--- src/rtl/tl_sensor_cond.sv ---
// Sensor conditioning for the left-turn traffic-light controller: per-lane sync, debounce, hold.
// Optional per-lane arrival counters are enabled by defining TL_CAR_CNT_EN.
module tl_sensor_cond #(
  parameter int unsigned DEB_CYC  = 4,
  parameter int unsigned HOLD_CYC = 8
) (
  input  logic       clk,
  input  logic       reset_n,
  input  logic       sa_raw,
  input  logic       sal_raw,
  input  logic       sb_raw,
  input  logic       sbl_raw,
  output logic       Ta,
  output logic       Tal,
  output logic       Tb,
  output logic       Tbl
`ifdef TL_CAR_CNT_EN
  ,
  input  logic       cnt_clr,
  output logic [7:0] car_cnt_a,
  output logic [7:0] car_cnt_al,
  output logic [7:0] car_cnt_b,
  output logic [7:0] car_cnt_bl
`endif
);

  localparam logic [7:0] DEB_LAST  = 8'(DEB_CYC - 1);
  localparam logic [7:0] HOLD_LOAD = 8'(HOLD_CYC);

  logic [3:0] raw;
  logic [3:0] t;

  assign raw = {sbl_raw, sb_raw, sal_raw, sa_raw};

`ifdef TL_CAR_CNT_EN
  logic [3:0][7:0] car_cnt;
`endif

  for (genvar g = 0; g < 4; g++) begin : g_lane
    logic       s1;
    logic       s2;
    logic       deb;
    logic       deb_nx;
    logic       t_q;
    logic [7:0] dcnt;
    logic [7:0] dcnt_nx;
    logic [7:0] hcnt;
    logic [7:0] hcnt_nx;

    always_comb begin
      deb_nx  = deb;
      dcnt_nx = dcnt + 8'd1;
      if (s2 == deb) begin
        dcnt_nx = '0;
      end else if (dcnt == DEB_LAST) begin
        deb_nx  = s2;
        dcnt_nx = '0;
      end

      hcnt_nx = hcnt;
      if (deb && !deb_nx) begin
        hcnt_nx = HOLD_LOAD;
      end else if (!deb && deb_nx) begin
        hcnt_nx = '0;
      end else if (hcnt != '0) begin
        hcnt_nx = hcnt - 8'd1;
      end
    end

    // Output is computed from next-state values so it changes on the same edge as deb/hcnt.
    always_ff @(posedge clk or negedge reset_n) begin
      if (!reset_n) begin
        s1   <= 1'b0;
        s2   <= 1'b0;
        deb  <= 1'b0;
        dcnt <= '0;
        hcnt <= '0;
        t_q  <= 1'b0;
      end else begin
        s1   <= raw[g];
        s2   <= s1;
        deb  <= deb_nx;
        dcnt <= dcnt_nx;
        hcnt <= hcnt_nx;
        t_q  <= deb_nx | (hcnt_nx != '0);
      end
    end

    assign t[g] = t_q;

`ifdef TL_CAR_CNT_EN
    logic [7:0] cnt;

    always_ff @(posedge clk or negedge reset_n) begin
      if (!reset_n) begin
        cnt <= '0;
      end else if (cnt_clr) begin
        cnt <= '0;
      end else if (!deb && deb_nx && (cnt != '1)) begin
        cnt <= cnt + 8'd1;
      end
    end

    assign car_cnt[g] = cnt;
`endif
  end

  assign Ta  = t[0];
  assign Tal = t[1];
  assign Tb  = t[2];
  assign Tbl = t[3];

`ifdef TL_CAR_CNT_EN
  assign car_cnt_a  = car_cnt[0];
  assign car_cnt_al = car_cnt[1];
  assign car_cnt_b  = car_cnt[2];
  assign car_cnt_bl = car_cnt[3];
`endif

endmodule
--- config.mk ---
export PLATFORM = sky130hd
export DESIGN_NAME = tl_sensor_cond
export DESIGN_NICKNAME = d
export VERILOG_FILES = /design/src/rtl/tl_sensor_cond.sv
export SDC_FILE = /design/constraint.sdc
export NUM_CORES = 1
export LEC_CHECK = 0
export BUFFER_PORTS_ARGS = -buffer_cell sky130_fd_sc_hd__buf_2
export CAP_MARGIN = 10
export CORE_MARGIN = 3
export CORE_UTILIZATION = 26
export CTS_CLUSTER_SIZE = 30
export DETAILED_ROUTE_END_ITERATION = 8
export SYNTH_ARGS = -nofsm -noshare
export SYNTH_HDL_FRONTEND = slang
export SYNTH_SLANG_ARGS = --single-unit
--- constraint.sdc ---
create_clock -name clk -period 6.1 [get_ports clk]
set_input_delay 0.915 -clock clk [delete_from_list [all_inputs] [get_ports clk]]
set_output_delay 0.915 -clock clk [all_outputs]
set_load 0.05 [all_outputs]
; Word-level counts from Yosys, hierarchy flattened
; Index checks and enable logic that the tools add are counted.
[totals]
register_bits = 80
wordCells = 96
out_inout_bits = 4
[op_classes]
muxes = 28
reduce_logical = 24
bitwise_logic = 4
add_sub_neg = 8
n_eq_ne = 8
[ops]
columns = op, count
row1 = 8-bit two-way mux, 20
row2 = 8-bit nonzero test, 8
row3 = 8-bit by 1-bit adder with 8-bit output (second input constant), 4
row4 = 8-bit by 2-bit == test with 1-bit output (second input constant), 4
row5 = 8-bit by 1-bit subtractor with 8-bit output (second input constant), 4
row6 = 1-bit logical AND, 8
row7 = 1-bit logical NOT, 8
row8 = 1-bit two-way mux, 8
row9 = 1-bit == test, 4
row10 = 1-bit OR, 4

; Longest topological paths before layout
; Gate-level depths: netlist of run 1.
[logic_depth]
depth_word = 8
mapped_depth = 7
ltp_nobuf = 7

; Least setup slack after synthesis of run 1
; OpenSTA, ideal clock, no wires.
[synth_timing]
kind = register to register
start = register g_lane[3].dcnt[0]
end = register g_lane[3].t_q (netlist: Tbl)
synth_period_minus_slack_ns = 2.032
setup_slack_ns = 4.068
setup_time_ns = 0.131
stages_incl_launch_ff = 7
t_arrival_ns = 1.900
required_time_ns = 5.969
cell_sequence = dfrtp_1 -> ha_1 -> or4b_1 -> or4_4 -> o21ai_4 -> a31o_1 -> nand4_1
[synth_via]
elab_chain_len = 8
elab_cells_between_ends = 10
[synth_rtl]
columns = element, line
row1 = start: declaration, 45  ; logic [7:0] dcnt;
row2 = start signal: assignment, 83  ; dcnt <= dcnt_nx;
row3 = 8-bit by 2-bit == test with 1-bit output *, 55  ; end else if (dcnt == DEB_LAST) begin
row4 = 1-bit two-way mux *, 55
row5 = 1-bit two-way mux *, 53  ; if (s2 == deb) begin
row6 = 1-bit logical AND / 1-bit logical NOT (equally long branches), "63, 61"
row7 = 8-bit two-way mux / 1-bit logical AND (equally long branches), "63, 61"
row8 = 8-bit two-way mux, 61  ; if (deb && !deb_nx) begin
row9 = 8-bit nonzero test, 85  ; t_q <= deb_nx | (hcnt_nx != '0);
row10 = 1-bit OR *, 85
row11 = end signal: assignment, 85
row12 = end: declaration, 44  ; logic t_q;
; Every way passes the cells marked *; elsewhere a longest branch is shown, timed or not.

; Worst setup path after layout of run 1
; Same ends and word-level chain as after synthesis.

==> metrics.md, run 1 <==
| Metric | Value |
|---|---|
| Status | complete, no violations |
| Synth Area in Adders | 0.0397 |
| Largest net degree at the start of global routing | 52 |
| Worst Max-Slew Pin Slew | 0.631 ns |
| Worst Hold Class | reg -> reg |
| Core Box Area | 0.0140 mm^2 |
| Pwr/cell area | 463 mW/mm^2 |
| Vias in the first global route | ~2.7k |
| Largest family of logic cells by synthesized area | simple AND/OR/NAND/NOR gates |
| Hold path startpoint | g_lane[1].s1$_DFF_PN0_ |
| Hold Buf Count CTS | 0 |
| Root buffer cell | clkbuf_16 |
| Die height | between 100 and 150 um |
| WL per Instance | about 11 um |
| Skew final | 0.00464 ns |
| Slowest cell on crit path | or4_4 |
| Worst rel slew slack | 0.579 |
| Yosys top cell area share | 0.530 |
| Register area share after synthesis | 0.530 |
| Post-synthesis simple-gate area fraction | 0.217 |
| # rows | 43 |
| CP top delay family | simple AND/OR/NAND/NOR gates |
| LEAKAGE | around 1.9 nW |
| Reg2reg end | Tbl$_DFF_PN0_ |
| Setup TNS | 0 ns |
| Num CTS Buffers | 9 |
| Max Buffers Root-to-Sink | 2 |
| Final HPWL DP | 4480 um |
| XOR/XNOR share of the synthesized area | 0.125 |
| Layout cell share with drive strength beyond 1 | 0.0863 |
| # setup viols final | 0 |
| Clock power frac | 0.258 |
| Diode count | 0 |
| Worst Hold Endpoint | g_lane[1].s2$_DFF_PN0_ |
| EDFF count, synth | 0 |
| Flop pwr share | 0.426 |
| Final GP Congestion | 0.814 |
| Full die area | ~0.016 mm^2 |
| First-pass GRT wire length | 11900 um |
| Antenna violations before repair | 0 |
| Yosys synthesis warning count | 0 |
| CTS sink cnt | 80 |
| Comb pwr share | 0.316 |
| CP required | 6.31 ns |
| Max-cap violation count | 0 |
| Synth-to-Final Area Change | 14.8% |
| Type of the worst setup path | reg -> reg |
| Hold path depth | 0 |
| Max IR drop VDD | 0.137 mV |
| Initial core utilization | 0.269 |
| Clock Latency Late Sink | 0.33 ns |
| Switching share of power | 0.361 |
| Worst path max stage delay | between 0.4 and 0.5 ns |
| Most used DFF post-synth | dfrtp_1 |
| Die X | around 130 um |
| Final min period | between 2 and 2.5 ns |
| Syn Nets | 390 |
| Post CTS Setup Buffer Count | 0 |
| CP Max Fanout | 6 |
| Design Power | 0.00201 W |
| Mapped Cells | approximately 370 |
| RSZ-0062 raised after global routing | no |
| Critical path launch point type | flop |
| Final slew viol count | 0 |
| DRC viols | 0 |
| Critical path arrival | about 2.4 ns |
| R2R cell count | 6 |
| Initial DRC count | roughly 160 |
| Switching pwr | 0.000726 W |
| Ports | 10 |
| Cell taking the most area after synthesis | dfrtp_1 |
| Detailed Route WL | 6420 um |
| Crit path cell chain | ha_1 > or4b_1 > or4_4 > o21ai_4 > a31o_1 > nand4_1 |
| Synth Area in Compound Gates | 0.0768 |
| Final hold slack | 0.347 ns |
| Final Hold Fails | 0 |
| Fin nets | about 400 |
| Post-synthesis cell area | 0.00378 mm^2 |
| Post-synthesis register bit count | 80 |
| Critical R2R Launch | g_lane[3].dcnt[0]$_DFF_PN0_ |
| Port bufs | 9 |
| H-tree Lvls | 3 |
| CP endpoint kind | flop |
| Total global-route track usage | 0.0894 |
| Buffers and inverters on the worst path | 0 |
| Ys async rst share | 1.00 |
| Post-route ant nets | 0 |
| TritonCTS clock tree | yes |
| Vias per cell | 4.52 |
| Global route overflow | 0 |
| Fmax | 463 MHz |
| Number of vias in the routed layout | 2592 |
| Netlist cell types | 42 |
| Mean post-synth cell area | 10.2 um^2 |
| CTS resizes | 0 |
| DRT Pass-1 Iters | 4 |
| Mux cell area share after synthesis | 0 |
| FF-to-FF setup slack | 3.94 ns |
| P_int | between 0.001 and 0.0015 W |
| Fin crit share | 0.354 |
| Synth top area cells | dfrtp_1, nor2_1, xor2_1 |
| Clock transition at path regs | 0.06 ns |
-- worst max path at each step --
stage / start / end / slack (ns) / depth (start not counted)
after floorplan: g_lane[3].dcnt[0]$_DFF_PN0_ / Tbl$_DFF_PN0_ / 4.07 / 6
final: g_lane[3].dcnt[0]$_DFF_PN0_ / Tbl$_DFF_PN0_ / 3.94 / 6
after global routing: g_lane[3].dcnt[0]$_DFF_PN0_ / Tbl$_DFF_PN0_ / 3.81 / 6
after CTS: g_lane[3].dcnt[0]$_DFF_PN0_ / Tbl$_DFF_PN0_ / 3.93 / 6
after detailed placement: g_lane[3].dcnt[0]$_DFF_PN0_ / Tbl$_DFF_PN0_ / 3.93 / 6
after global placement: g_lane[3].dcnt[0]$_DFF_PN0_ / Tbl$_DFF_PN0_ / 4.00 / 6
-- layout by cell type (no fill, tap or decap), types with 3 or more instances in the layout --
master / netlist / final
nor3_1: 8 / 8
o31ai_1: 4 / 4
clkbuf_16: 0 / 9
nor2_1: 77 / 77
and3_1: 11 / 11
buf_2: 0 / 8
a21oi_1: 6 / 6
inv_1: 10 / 10
xnor2_1: 21 / 21
dfrtp_1: 80 / 80
nand2_1: 30 / 30
nor4_1: 5 / 5
a211oi_1: 4 / 4
nand4_1: 3 / 3
nand3_1: 27 / 27
a21o_1: 3 / 3
ha_1: 12 / 12
o21ai_0: 8 / 8
xor2_1: 33 / 33
-- through the flow --
stage               cells  instance area, um^2  utilization  setup slack, ns
CTS                   574                 4340        0.309             3.93
global route          574                 4340        0.309             3.81
finish                574                 4340        0.309             3.94
detailed placement    561                 4050        0.289             3.93
global placement      561                 4050        0.289             4.00
floorplan             372                 3780            -             4.07
-- per-layer routing --
metal	vias up	wire length, um	track usage
met3	4	207	0.0286
met4	0	63	0.0379
met5	-	0	0
li1	1307	-	-
met1	1261	3180	0.112
met2	20	2970	0.142
-- cells in the mapped netlist, types with 2 or more instances --
cell,instances
a21oi_1,6
a31oi_1,2
ha_1,12
inv_1,10
dfrtp_1,80
or4_4,2
nor4_1,5
a21o_1,3
o2bb2ai_1,2
xor2_1,33
o31ai_1,4
a211oi_1,4
and3_1,11
xnor2_1,21
o21ai_0,8
nand3_1,27
nand4_1,3
nand2_1,30
o21ai_4,2
or4_1,2
nor2_1,77
nor3_1,8
-- flip-flops by register name, indices dropped and copies added, names as in the netlist --
| register | cells |
|---|---|
| Ta | 1 |
| Tal | 1 |
| Tb | 1 |
| Tbl | 1 |
| g_lane.dcnt | 32 |
| g_lane.deb | 4 |
| g_lane.hcnt | 32 |
| g_lane.s1 | 4 |
| g_lane.s2 | 4 |
-- logic make-up after synthesis --
group	Yosys count
xor+xnor	54
compound gates	40
fa+ha+maj	12
buf+inv	11
flops	80
simple gates	175
-- worst reg2reg max path, stage by stage, from the launching register on --
cell,delay [ns]
dfrtp_1,0.40
ha_1,0.23
or4b_1,0.47
or4_4,0.48
o21ai_4,0.24
a31o_1,0.14
nand4_1,0.08
-- final cells by class --
| class | instances | area [um^2] |
|---|---|---|
| clock buffer | 10 | 239 |
| clock inverter | 3 | 43.8 |
| fill | 1409 | 9710 |
| inverter | 10 | 37.5 |
| multi-input combinational | 281 | 1730 |
| sequential | 80 | 2000 |
| tap | 180 | 225 |
| timing repair buffer | 10 | 55.1 |
-- power groups by stage --
stage / Sequential [W] / Combinational, W / Clock [W]
floorplan: 0.000833 / 0.000509 / 0
detailed placement: 0.000862 / 0.000634 / 0
CTS: 0.000855 / 0.000640 / 0.000538
global route: 0.000884 / 0.000735 / 0.000559
finish: 0.000855 / 0.000635 / 0.000518
global placement: 0.000857 / 0.000624 / 0
Note: power is estimated with default switching activity, not from simulation.
==> run 2, diff against run 1 <==
Clock period 6.1 ns to 2.1 ns, I/O delays scaled along.
==> metrics.md, run 2 (synthesis gave the netlist of run 1 again) <==
| Metric | Value |
|---|---|
| Final slew viol count | 0 |
| Final hold slack | 0.0777 ns |
| Worst rel slew slack | 0.669 |
| Fin nets | 424 |
| Port bufs | 9 |
| WL per Instance | roughly 11 um |
| Skew final | 0.00618 ns |
| DRC viols | 0 |
| Core Box Area | 0.0140 mm^2 |
| Clock transition at path regs | 0.06 ns |
| Initial core utilization | 0.269 |
| FF-to-FF setup slack | 0.08 ns |
| First-pass GRT wire length | 11900 um |
| Final Hold Fails | 0 |
| Num CTS Buffers | 9 |
| CP endpoint kind | flop |
| Largest net degree at the start of global routing | 44 |
| Top layer in use | met4 |
| CTS sink cnt | 80 |
| Full die area | 0.0160 mm^2 |
| DP Area | 0.00416 mm^2 |
| Biggest regs | g_lane.dcnt x32, g_lane.hcnt x32 |
| Commonest non-fill, non-tap cells in the layout | dfrtp_1, nor2_1, xor2_1 |
| Antenna violations before repair | 0 |
| Detailed Route WL | 6720 um |
| Post-route ant nets | 0 |
| TritonCTS clock tree | yes |
| Worst Max-Slew Pin Slew | 0.497 ns |
| Vias per cell | 4.51 |
| Global route overflow | 0 |
| Final GP Congestion | between 0.8 and 0.9 |
| Met1 WL | 3230 um |
| Critical path arrival | around 2.2 ns |
| Pwr/cell area | between 1000 and 1500 mW/mm^2 |
| RSZ-0062 raised after global routing | yes |
| Synth-to-Final Area Change | 18.9% |
| Die height | 127 um |
| LEAKAGE | 2.01 nW |
| Ports | 10 |
| Vias in the first global route | about 2.7k |
| Max-cap violation count | 0 |
| CP Max Fanout | 5 |
| Number of vias in the routed layout | around 2.7k |
| Met2 WL | 3150 um |
| Reg2reg end | Tbl$_DFF_PN0_ |
| Most common cell after layout, fill and taps aside | dfrtp_1 |
| Max Buffers Root-to-Sink | 2 |
| Worst Hold Endpoint | g_lane[1].s1$_DFF_PN0_ |
| Critical R2R Launch | g_lane[3].dcnt[0]$_DFF_PN0_ |
| Fin crit share | 0.962 |
| Setup crit start | g_lane[3].dcnt[0]$_DFF_PN0_ |
| Setup TNS | 0 ns |
| Status | complete, no violations |
| Critical path launch point type | flop |
| Fmax | 495 MHz |
| R2R cell count | 6 |
| CP required | 2.31 ns |
| Initial DRC count | 152 |
| Hold path startpoint | sal_raw |
| Worst Hold Class | in -> reg |
| # rows | 43 |
| Fill cells | between 1k and 1.5k |
| Die X | 127 um |
| Max IR drop VDD | 0.493 mV |
| Diode count | 0 |
| Final HPWL DP | 4640 um |
| Met3 Routed Length | 250 um |
| Total global-route track usage | 0.0902 |
| DRT Pass-1 Iters | 4 |
| Root buffer cell | clkbuf_16 |
| Final min period | roughly 2.0 ns |
| Layout cell share with drive strength beyond 1 | 0.131 |
| Type of the worst setup path | reg -> reg |
| # setup viols final | 0 |
| Design Area, Final | around 0.0045 mm^2 |
| Hold path depth | 1 |
| H-tree Lvls | 3 |
| Clock Latency Late Sink | 0.34 ns |
-- run 2: area by class of cell --
cell class	count	area, um^2	area share
Multi-Input combinational cell	281	1750	0.390
Tap cell	180	225	0.0501
Inverter	10	37.5	0.00836
Clock inverter	7	76.3	0.0170
Sequential cell	80	2000	0.446
Clock buffer	9	225	0.0501
Timing Repair Buffer	24	175	0.0390
-- run 2: per-stage QoR --
step	total power, W	worst slack [ns]	instances	util
global route	0.00654	-0.0166	591	0.320
detailed placement	0.00444	0.0380	573	0.296
finish	0.00604	0.0802	591	0.320
global placement	0.00437	0.130	573	0.296
floorplan	0.00390	0.0683	372	-
CTS	0.00609	0.0248	590	0.318
-- run 2: report_power, final --
group          internal, W  leakage (nW)  switching (W)  total (W)
registers          0.00199          1.00       0.000511    0.00250
logic             0.000879         0.860        0.00108    0.00196
clock network     0.000932         0.148       0.000648    0.00158
-- run 2: critical path, cell delays in order (launching register included) --
cell and delay, ns:
dfrtp_1 0.39, ha_1 0.18, or4b_1 0.45, or4_4 0.48
o21ai_4 0.17, a31o_1 0.12, nand4_1 0.09
-- run 2: worst max path at each step --
stage	to	slack [ns]	depth (start not counted)
2_1_floorplan	Tbl$_DFF_PN0_	0.07	6
3_3_place_gp	Tbl$_DFF_PN0_	0.13	6
3_5_place_dp	Tbl$_DFF_PN0_	0.04	6
4_1_cts	Tbl$_DFF_PN0_	0.02	6
5_1_grt	Tbl$_DFF_PN0_	-0.02	6
6_report	Tbl$_DFF_PN0_	0.08	6
-- run 2: what timing repair did --
action                                  CTS  global route
endpoints found under the hold margin    37             0
endpoints found under the setup margin    0             5
buffers inserted                          0             1
hold buffers                              1             0
gates resized for setup                   0             4
-- run 2: layer usage --
layer  up-vias  GRT usage
met1      1292      0.109
met2        26      0.147
met4         0     0.0297
li1       1341          -
met5         -          0
met3         8     0.0362
==> run 3, diff against run 2 <==
Settings changed: BUFFER_PORTS_ARGS -buffer_cell sky130_fd_sc_hd__buf_2 to default, CORE_ASPECT_RATIO from default to 0.75, DONT_BUFFER_PORTS from default to 1, RECOVER_POWER from default to 50.
==> metrics.md, run 3 (synthesis gave the netlist of run 1 again) <==
| Metric | Value |
|---|---|
| Status | complete, but fails checks |
| Failing checks | negative hold slack |
| Fill cells | 1430 |
| Final HPWL DP | 4600 um |
| Type of the worst setup path | reg -> reg |
| RSZ-0062 raised after global routing | no |
| # setup viols final | 0 |
| Layout cell share with drive strength beyond 1 | 0.106 |
| Port bufs | 0 |
| Fin crit share | 0.946 |
| Vias in the first global route | 2666 |
| CP top delay family | simple AND/OR/NAND/NOR gates |
| Vias per cell | about 4.4 |
| Most common cell after layout, fill and taps aside | dfrtp_1 |
| Fin nets | 417 |
| Final min period | approximately 2.0 ns |
| Buffers and inverters on the worst path | 0 |
| Detailed Route WL | 6600 um |
| Final GP Congestion | 0.823 |
| Initial DRC count | ~110 |
| Crit path cell chain | ha_2 > or2b_2 > or3_4 > o21ai_4 > a31oi_1 > a211o_1 |
| Final slew viol count | 0 |
| Pwr/cell area | 1340 mW/mm^2 |
| Cell Count, Final, Fillers Out | about 600 |
| Diode count | 0 |
| Initial core utilization | 0.270 |
| Max Buffers Root-to-Sink | 2 |
| CTS sink cnt | 80 |
| Critical path launch point type | flop |
| H-tree Lvls | 3 |
| Clock transition at path regs | 0.07 ns |
| Max-cap violation count | 0 |
| Max IR drop VDD | 0.464 mV |
| Flop pwr share | 0.417 |
| Post CTS Setup Buffer Count | 0 |
| Worst Hold Class | in -> async |
| Clock power frac | 0.268 |
| Antenna violations before repair | 0 |
| Die height | 110 um |
| Biggest regs | g_lane.dcnt x32, g_lane.hcnt x32 |
| Fmax | about 500 MHz |
| Post-route ant nets | 0 |
| DRT Pass-1 Iters | 4 |
| Largest net degree at the start of global routing | roughly 80 |
| Final Hold Fails | 80 |
| Slowest cell on crit path | or3_4 |
| WL per Instance | around 11 um |
| CP endpoint kind | flop |
| Setup TNS | 0 ns |
| Skew final | 0.00975 ns |
| Number of vias in the routed layout | 2652 |
| DRC viols | 0 |
| Critical path arrival | ~2.2 ns |
| Num CTS Buffers | 9 |
| Hold Buf Count CTS | 4 |
| TritonCTS clock tree | yes |
| CP required | 2.32 ns |
| Cells after DPL | 579 |
| Global route overflow | 0 |
| Commonest non-fill, non-tap cells in the layout | dfrtp_1, nor2_1, xor2_1 |
| Multi-input gate area | ~0.0017 mm^2 |
| P_int | 0.00384 W |
| Core Box Area | approximately 0.014 mm^2 |
| First-pass GRT wire length | roughly 12000 um |
| Synth-to-Final Area Change | 18.6% |
| Switching share of power | 0.364 |
| Worst rel slew slack | 0.639 |
| Die X | ~150 um |
| # rows | 37 |
| Sequential cell area | 0.00200 mm^2 |
| LEAKAGE | 1.99 nW |
| Comb pwr share | 0.315 |
| Root buffer cell | clkbuf_16 |
| Worst Max-Slew Pin Slew | 0.537 ns |
| Clock Latency Late Sink | roughly 0.34 ns |
| CP Max Fanout | 6 |
| Ports | 10 |
| Worst path max stage delay | 0.43 ns |
| Switching pwr | 0.00219 W |
| Final hold slack | -0.326 ns |
| Full die area | 0.0160 mm^2 |
| Total global-route track usage | 0.0920 |
==> run 3: layer usage <==
metal  up-vias  share of wire  global-route usage
met5         -              0                   0
met3         9          0.042              0.0392
li1       1328              -                   -
met4         0          0.012              0.0312
met1      1278           0.49               0.112
met2        37           0.46               0.149
==> run 3: path summary, 6_finish.rpt <==
kind / start / endpoint / slack, ns / cells after the start
min reg2reg: g_lane[0].s1$_DFF_PN0_ / g_lane[0].s2$_DFF_PN0_ / 0.35 / 0
max reg2reg: g_lane[2].dcnt[0]$_DFF_PN0_ / Tb$_DFF_PN0_ / 0.11 / 6
min: reset_n / g_lane[1].s2$_DFF_PN0_ / -0.33 / 0
max in group asynchronous: reset_n / g_lane[3].deb$_DFF_PN0_ / 2.26 / 0
min in group clk: g_lane[0].s1$_DFF_PN0_ / g_lane[0].s2$_DFF_PN0_ / 0.35 / 0
max: g_lane[2].dcnt[0]$_DFF_PN0_ / Tb$_DFF_PN0_ / 0.11 / 6
==> run 3: power by group through the flow <==
stage	combinational (W)	clock (W)	sequential (W)
6_report	0.00190	0.00162	0.00251
5_1_grt	0.00217	0.00176	0.00259
4_1_cts	0.00190	0.00168	0.00251
3_5_place_dp	0.00188	0	0.00254
3_3_place_gp	0.00183	0	0.00252
2_1_floorplan	0.00148	0	0.00242
==> run 3: metrics by stage <==
stage	utilization	hold slack [ns]	power [W]	setup slack, ns	area (um^2)
floorplan	-	0.0194	0.00390	0.0683	3780
global placement	0.294	0.0244	0.00435	0.133	4120
detailed placement	0.294	0.0236	0.00441	0.0662	4120
CTS	0.320	-0.347	0.00609	0.0538	4470
global route	0.321	-0.360	0.00652	0.00536	4480
finish	0.321	-0.326	0.00603	0.112	4480
==> run 3: final cells by class <==
| cell class | instances | share of cell area |
|---|---|---|
| multi-input cells | 281 | 0.390 |
| clock buffers | 10 | 0.0533 |
| inverters | 10 | 0.00838 |
| clock inverters | 6 | 0.0168 |
| repair buffers | 17 | 0.0307 |
| flip-flops and latches | 80 | 0.447 |
| well taps | 195 | 0.0544 |
==> run 3: repair_timing <==
action                                  in CTS  in global routing
endpoints found under the hold margin       84                 80
endpoints found under the setup margin       0                  2
gates resized for setup                      0                  4
